==> config.mk <==
export PLATFORM = sky130hd
export DESIGN_NAME = sync_fifo_wr_arbiter
export DESIGN_NICKNAME = d
export VERILOG_FILES = /design/src/rtl/sync_fifo_arb_pkg.sv /design/src/rtl/sync_fifo_wr_arbiter_core.sv /design/src/rtl/sync_fifo_wr_arbiter.sv
export SDC_FILE = /design/constraint.sdc
export NUM_CORES = 1
export LEC_CHECK = 0
export CAP_MARGIN = 20
export CORE_MARGIN = 2
export CORE_UTILIZATION = 39
export CTS_CLUSTER_DIAMETER = 100
export DETAILED_ROUTE_END_ITERATION = 6
export PLACE_DENSITY = 0.78
export SLEW_MARGIN = 20
export SYNTH_ARGS = -nofsm -noshare
export SYNTH_HDL_FRONTEND = slang
export SYNTH_SLANG_ARGS = --single-unit
==> constraint.sdc <==
create_clock -name clk -period 3.3 [get_ports clk]
set_input_delay 0.495 -clock clk [delete_from_list [all_inputs] [get_ports clk]]
set_output_delay 0.495 -clock clk [all_outputs]
set_load 0.02 [all_outputs]
==> src/rtl/sync_fifo_arb_pkg.sv <==
// Purpose: shared types and the rotating-priority search used by the FIFO write arbiter.
// Latency: n/a (types and a pure combinational function).
// Backpressure: n/a.
//
// Contents:
//   arb_state_e  - arbiter FSM states (IDLE, GRANT, FLUSH)
//   rr_next_idx  - first valid index after last_idx, searching upward with wrap
package sync_fifo_arb_pkg;

   typedef enum logic [1:0] {
      IDLE  = 2'd0,
      GRANT = 2'd1,
      FLUSH = 2'd2
   } arb_state_e;

   // Upper bound on requesters the search function can handle; the valid
   // vector is zero-extended to this width by callers.
   localparam int ARB_MAX_REQ = 32;
   localparam int ARB_IDX_W   = $clog2(ARB_MAX_REQ);

   // Returns the first index k with valid[k] set, scanning
   // last_idx+1, last_idx+2, ... modulo num_req. Returns last_idx when
   // nothing is valid, so callers must qualify the result with |valid.
   // The loop has a constant trip count so it unrolls into a priority chain;
   // the wrap is a conditional subtract because last_idx + i < 2*num_req.
   function automatic int rr_next_idx(
      input logic [ARB_MAX_REQ-1:0] valid,
      input int                     last_idx,
      input int                     num_req
   );
      int   sel;
      int   cand;
      logic found;
      sel   = last_idx;
      found = 1'b0;
      for (int i = 1; i <= ARB_MAX_REQ; i++) begin
         cand = last_idx + i;
         if (cand >= num_req) begin
            cand = cand - num_req;
         end
         if (!found && (i <= num_req) && valid[cand[ARB_IDX_W-1:0]]) begin
            sel   = cand;
            found = 1'b1;
         end
      end
      return sel;
   endfunction

endpackage

==> src/rtl/sync_fifo_wr_arbiter_core.sv <==
// Purpose: combinational rotating-priority picker (round-robin after last_idx).
// Latency: 0 cycles, purely combinational.
// Backpressure: none; the caller decides when the pick is taken.
//
// Ports:
//   i_valid        - per-requester valid vector
//   i_last_idx     - index granted most recently; search starts one above it
//   o_onehot_grant - one-hot pick, all zero when nothing is valid
//   o_grant_idx    - binary index of the pick (meaningful only with o_any_valid)
//   o_any_valid    - at least one requester is valid
module rr_arbiter_core
   import sync_fifo_arb_pkg::*;
#(
   parameter int NUM_REQ = 4,
   localparam int IDX_W  = $clog2(NUM_REQ)
) (
   input  logic [NUM_REQ-1:0] i_valid,
   input  logic [IDX_W-1:0]   i_last_idx,
   output logic [NUM_REQ-1:0] o_onehot_grant,
   output logic [IDX_W-1:0]   o_grant_idx,
   output logic               o_any_valid
);

   int sel_idx;

   always_comb begin
      sel_idx     = rr_next_idx(ARB_MAX_REQ'(i_valid), int'(i_last_idx), NUM_REQ);
      o_any_valid = |i_valid;
      o_grant_idx = IDX_W'(sel_idx);
      for (int k = 0; k < NUM_REQ; k++) begin
         o_onehot_grant[k] = o_any_valid && (sel_idx == k);
      end
   end

endmodule

==> src/rtl/sync_fifo_wr_arbiter.sv <==
// Purpose: shares one FIFO write port between NUM_REQ producers, round-robin with bounded bursts, and sequences FIFO clears.
// Latency: valid -> first ready is 1 cycle (arbitration in IDLE); every re-arbitration costs one IDLE bubble.
// Backpressure: ready to the granted producer drops while the FIFO is full or a flush is pending; grant holds while full.
//
// Ports:
//   clk, rst_n       - clock, asynchronous active-low reset
//   i_req_valid      - per-requester valid
//   i_req_data       - per-requester data, requester k at [k*DATA_WIDTH +: DATA_WIDTH]
//   o_req_ready      - per-requester ready, at most one bit high
//   o_grant          - registered one-hot grant, zero when no grant
//   i_flush_req      - level request to clear the FIFO, held until o_flush_ack
//   o_flush_ack      - one-cycle pulse in the cycle the clear is issued
//   o_fifo_wr_en     - FIFO write enable
//   o_fifo_wr_data   - FIFO write data (granted slice while in GRANT, else 0)
//   i_fifo_full      - FIFO full flag
//   o_fifo_clr       - FIFO synchronous clear
//   o_busy           - FSM is not in IDLE
module sync_fifo_wr_arbiter
   import sync_fifo_arb_pkg::*;
#(
   parameter int NUM_REQ    = 4,
   parameter int DATA_WIDTH = 8,
   parameter int MAX_BURST  = 4
) (
   input  logic                          clk,
   input  logic                          rst_n,
   input  logic [NUM_REQ-1:0]            i_req_valid,
   input  logic [NUM_REQ*DATA_WIDTH-1:0] i_req_data,
   output logic [NUM_REQ-1:0]            o_req_ready,
   output logic [NUM_REQ-1:0]            o_grant,
   input  logic                          i_flush_req,
   output logic                          o_flush_ack,
   output logic                          o_fifo_wr_en,
   output logic [DATA_WIDTH-1:0]         o_fifo_wr_data,
   input  logic                          i_fifo_full,
   output logic                          o_fifo_clr,
   output logic                          o_busy
);

   localparam int IDX_W = $clog2(NUM_REQ);
   localparam int CNT_W = $clog2(MAX_BURST + 1);

   arb_state_e         state_q,     state_d;
   logic [NUM_REQ-1:0] grant_q,     grant_d;
   logic [IDX_W-1:0]   last_idx_q,  last_idx_d;
   logic [CNT_W-1:0]   burst_cnt_q, burst_cnt_d;

   logic [NUM_REQ-1:0] arb_onehot;
   logic [IDX_W-1:0]   arb_idx;
   logic               arb_any;
   logic               sel_valid;
   logic               xfer;

   rr_arbiter_core #(
      .NUM_REQ (NUM_REQ)
   ) u_core (
      .i_valid        (i_req_valid),
      .i_last_idx     (last_idx_q),
      .o_onehot_grant (arb_onehot),
      .o_grant_idx    (arb_idx),
      .o_any_valid    (arb_any)
   );

   // While in GRANT, last_idx_q is the granted index, so it doubles as the
   // datapath mux select and no separate binary grant register is needed.
   always_comb begin
      state_d        = state_q;
      grant_d        = grant_q;
      last_idx_d     = last_idx_q;
      burst_cnt_d    = burst_cnt_q;
      o_req_ready    = '0;
      o_fifo_wr_en   = 1'b0;
      o_fifo_wr_data = '0;
      sel_valid      = 1'b0;
      xfer           = 1'b0;

      case (state_q)
         IDLE: begin
            // A pending flush wins over arbitration so the clear never
            // lands between writes of a burst.
            if (i_flush_req) begin
               state_d = FLUSH;
            end else if (arb_any) begin
               state_d     = GRANT;
               grant_d     = arb_onehot;
               last_idx_d  = arb_idx;
               burst_cnt_d = '0;
            end
         end

         GRANT: begin
            sel_valid      = i_req_valid[last_idx_q];
            // Flush suppresses ready so no write can coincide with the clear
            // that follows two cycles later.
            o_req_ready    = (i_fifo_full || i_flush_req) ? '0 : grant_q;
            xfer           = sel_valid && !i_fifo_full && !i_flush_req;
            o_fifo_wr_en   = xfer;
            o_fifo_wr_data = i_req_data[last_idx_q*DATA_WIDTH +: DATA_WIDTH];
            burst_cnt_d    = burst_cnt_q + CNT_W'(xfer);
            // Full with valid held is a stall: grant and count both hold.
            if ((xfer && (burst_cnt_d == CNT_W'(MAX_BURST))) || !sel_valid || i_flush_req) begin
               state_d = IDLE;
               grant_d = '0;
            end
         end

         FLUSH: begin
            state_d = IDLE;
         end

         default: begin
            state_d = IDLE;
            grant_d = '0;
         end
      endcase
   end

   always_ff @(posedge clk or negedge rst_n) begin
      if (!rst_n) begin
         state_q     <= IDLE;
         grant_q     <= '0;
         last_idx_q  <= IDX_W'(NUM_REQ - 1);
         burst_cnt_q <= '0;
      end else begin
         state_q     <= state_d;
         grant_q     <= grant_d;
         last_idx_q  <= last_idx_d;
         burst_cnt_q <= burst_cnt_d;
      end
   end

   // Decoded straight from the state register, so these are glitch-free
   // and drop with the asynchronous reset.
   assign o_grant     = grant_q;
   assign o_fifo_clr  = (state_q == FLUSH);
   assign o_flush_ack = (state_q == FLUSH);
   assign o_busy      = (state_q != IDLE);

endmodule

==> key figures <==
Clocking
  • Clk Latency, worst-skew pair: 270 ps
  • H-tree depth: 1
  • Setup bufs post-CTS: 0
  • Clock root cell: clkbuf_4
  • Post-CTS Resized: 0
  • Clock sinks: 11
  • Longest Clk Path Bufs: 2
  • Clk slew on worst S/H paths: 70 ps
  • CTS tree: yes
  • CTS buffer count: 3
  • Number of hold buffers added after CTS: 0

Worst setup path
  • CP Max Fanout: 3
  • Critical Path RT: 3460 ps
  • R2R Path End: o_grant[0]
  • Worst reg2reg path startpoint: last_idx_q[0]
  • Flop-to-flop setup slack: 360 ps
  • Worst reg2reg path depth: 9
  • Crit end category: flop
  • CP max stage cell: mux4_2
  • Crit path DAT: 3190 ps
  • Crit path launch type: input port
  • Sum of buffers and inverters on the critical path: 1
  • CP Class: in2reg
  • Worst Setup SP: i_req_valid[3]
  • Critical path's most frequent cell: ha_1
  • Worst path max stage delay: 520 ps
  • CP Cell Sequence: clkdlybuf4s50_1 -> mux4_2 -> nor3b_1 -> ha_1 -> ha_1 -> or3_1 -> o211ai_1 -> o21ai_0 -> and2_1 -> a22o_1
  • Largest delay share family, worst path: simple AND/OR/NAND/NOR gates

Final layout
  • Fraction of layout cells with a size suffix above 1: 15.2%
  • P&R area growth vs syn: 61.0%
  • Fin nets: 213
  • Filler Cells Inserted: 236
  • Antenna diode count: 0
  • Layout Cells excl Fill: 196

Flow run
  • Max Cap Viol: 0

Synth
  • Synth top area cells: dfrtp_1, mux4_2, and2_1
  • Unique masters post-synth: 36
  • Yosys reg bits: 11
  • Area fraction of the dominant cell type after synthesis: 20.6%
  • Top FF cell, synth: dfrtp_1
  • Yosys synthesis warning count: 0
  • Synth Cell Area: 1090 um^2
  • Register area share after synthesis: 25.5%
  • Net Count, Synth: 149
  • Post-synth EDFFs: 0
  • Post-synth top cells: and2_1, mux4_2, dfrtp_1, ha_1
  • Count leader, synth: and2_1
  • Top cell type by total area after synthesis: dfrtp_1
  • Mapped Cells: 102
  • Post-synth ARST share: 100%
  • Avg Inst Size Synth: 10.7 um^2

GRT
  • Gr usage total: 20.7%
  • Pin count of the biggest net entering global routing: 19
  • Total gr overflow: 0
  • Initial antenna violation count: 0
  • First-pass GRT wire length: 5190 um
  • Number of global-route vias before repair: 1027

Drt
  • TritonRoute pass-1 iters: 4
  • Total number of vias: 1062
  • Drt wl/cell: 16.4 um
  • Final Routed Wirelength: 3210 um
  • DRT antenna net count: 0
  • Via density: 5.42
  • Drt initial violations: 45
  • Drt drc: 0

Place
  • Inst Count DP: 192
  • Hpwl dp: 2660 um
  • GP Congestion: 0.776
  • Setup WS pre-CTS: 13.2 ps
  • Count of input and output buffers: 59

Timing
  • Final period utilization: 91.7%
  • Min Tclk post-route: 3030 ps
  • Unrepaired setup endpoints after global routing: false
  • Final setup viols: 0
  • Setup ws final: 274 ps
  • Fin. max-slew vios: 0
  • Setup TNS: 0 ps
  • Final Hold Viols: 0
  • Slew Limit Headroom: 59.2%
  • Max Clock Skew: 3.98 ps
  • Worst slew pin tran: 597 ps
  • FMAX: 330 MHz

Min path
  • Min-delay worst type: reg2reg
  • Worst hold endpoint: burst_cnt_q[0]
  • Hold wc startpoint: burst_cnt_q[0]
  • Worst hold path stage count: 1

Floorplanning
  • Initial Util: 40.3%
  • Die width: 56.9 um
  • FP Rows: 19
  • Die area: 3240 um^2
  • I/O pins: 60
  • Core box area: 2710 um^2
  • Die span in y: 56.9 um

Pwr
  • VDD IR max: 0.528 mV
  • Leakage: 0.720 nW
  • Pwr dens: 658 nW/um^2

Run status
  • Status: finished clean
-- stage by stage --
stage               hold WS (ps)  total power [mW]  utilization, %  instance area [um^2]
floorplan                    199             0.820               -                  1090
global placement             496              1.03            63.9                  1730
detailed placement           500              1.06            63.9                  1730
CTS                          520              1.16            64.8                  1760
global route                 545              1.24            64.8                  1760
finish                       521              1.16            64.8                  1760
-- kinds of logic (layout without fill, tap and decap cells) --
| kind of cell | Yosys count | in the layout | share of synthesized area [%] |
|---|---|---|---|
| and+or+nand+nor | 34 | 34 | 18.3 |
| xor gates and xnor gates | 4 | 4 | 3.21 |
| buffers and inverters | 11 | 74 | 4.93 |
| adders and majority gates | 7 | 7 | 8.03 |
| DFF | 11 | 11 | 25.5 |
| AOI/OAI and AO/OA | 21 | 21 | 14.3 |
| muxes | 14 | 14 | 25.7 |
-- worst register-to-register path: cells and delay by family (launching register included) --
kind	cells	cell delay [ps]
AND/OR/NAND/NOR	3	720
AO/OA/AOI/OAI	3	560
flip-flops	1	550
multiplexers	1	540
adder cells (fa/ha/maj)	2	480
-- layout make-up --
cell class,count,area [um^2],area share [%]
Sequential cell,11,278,15.8
Clock buffer,4,26.3,1.50
Tap cell,31,38.8,2.21
Timing Repair Buffer,65,636,36.2
Inverter,5,18.8,1.07
Multi-Input combinational cell,80,759,43.2
-- power breakdown --
part	switching [mW]	leakage [nW]	internal, mW	total [mW]
registers	0.0328	0.142	0.182	0.214
clock network	0.0450	0.0150	0.0468	0.0919
logic	0.414	0.563	0.435	0.849
-- worst max path at each step --
stage	slack (ps)	cells past startpoint	endpoint
after detailed placement	10	10	o_grant[0]
final	270	10	o_grant[0]
after CTS	290	10	o_grant[0]
after floorplan	440	10	o_grant[1]
after global routing	150	10	o_grant[0]
after global placement	110	10	o_grant[1]
-- state kept, by name, summed over array words and instances, names as in the netlist --
signal / cells
burst_cnt_q: 3
last_idx_q: 2
state_q: 2
o_grant: 4
-- layout by cell type, fill, tap and decap left out, types with 4 or more instances in the layout --
master,instances
xnor2_1,4
ha_1,7
buf_4,6
a22o_1,5
dfrtp_1,9
clkdlybuf4s50_1,59
inv_1,5
nor2_1,4
mux4_2,10
and2_1,14
-- metal layers --
layer	vias to the layer above	wire length [um]	GRT usage, %	share of wire [%]
li1	506	-	-	-
met1	521	1300	26.7	41
met2	29	1770	34.8	55
met3	6	100	5.07	3.1
met4	0	43	4.98	1.3
met5	-	0	0	0
(Power assumes the default switching activity.)
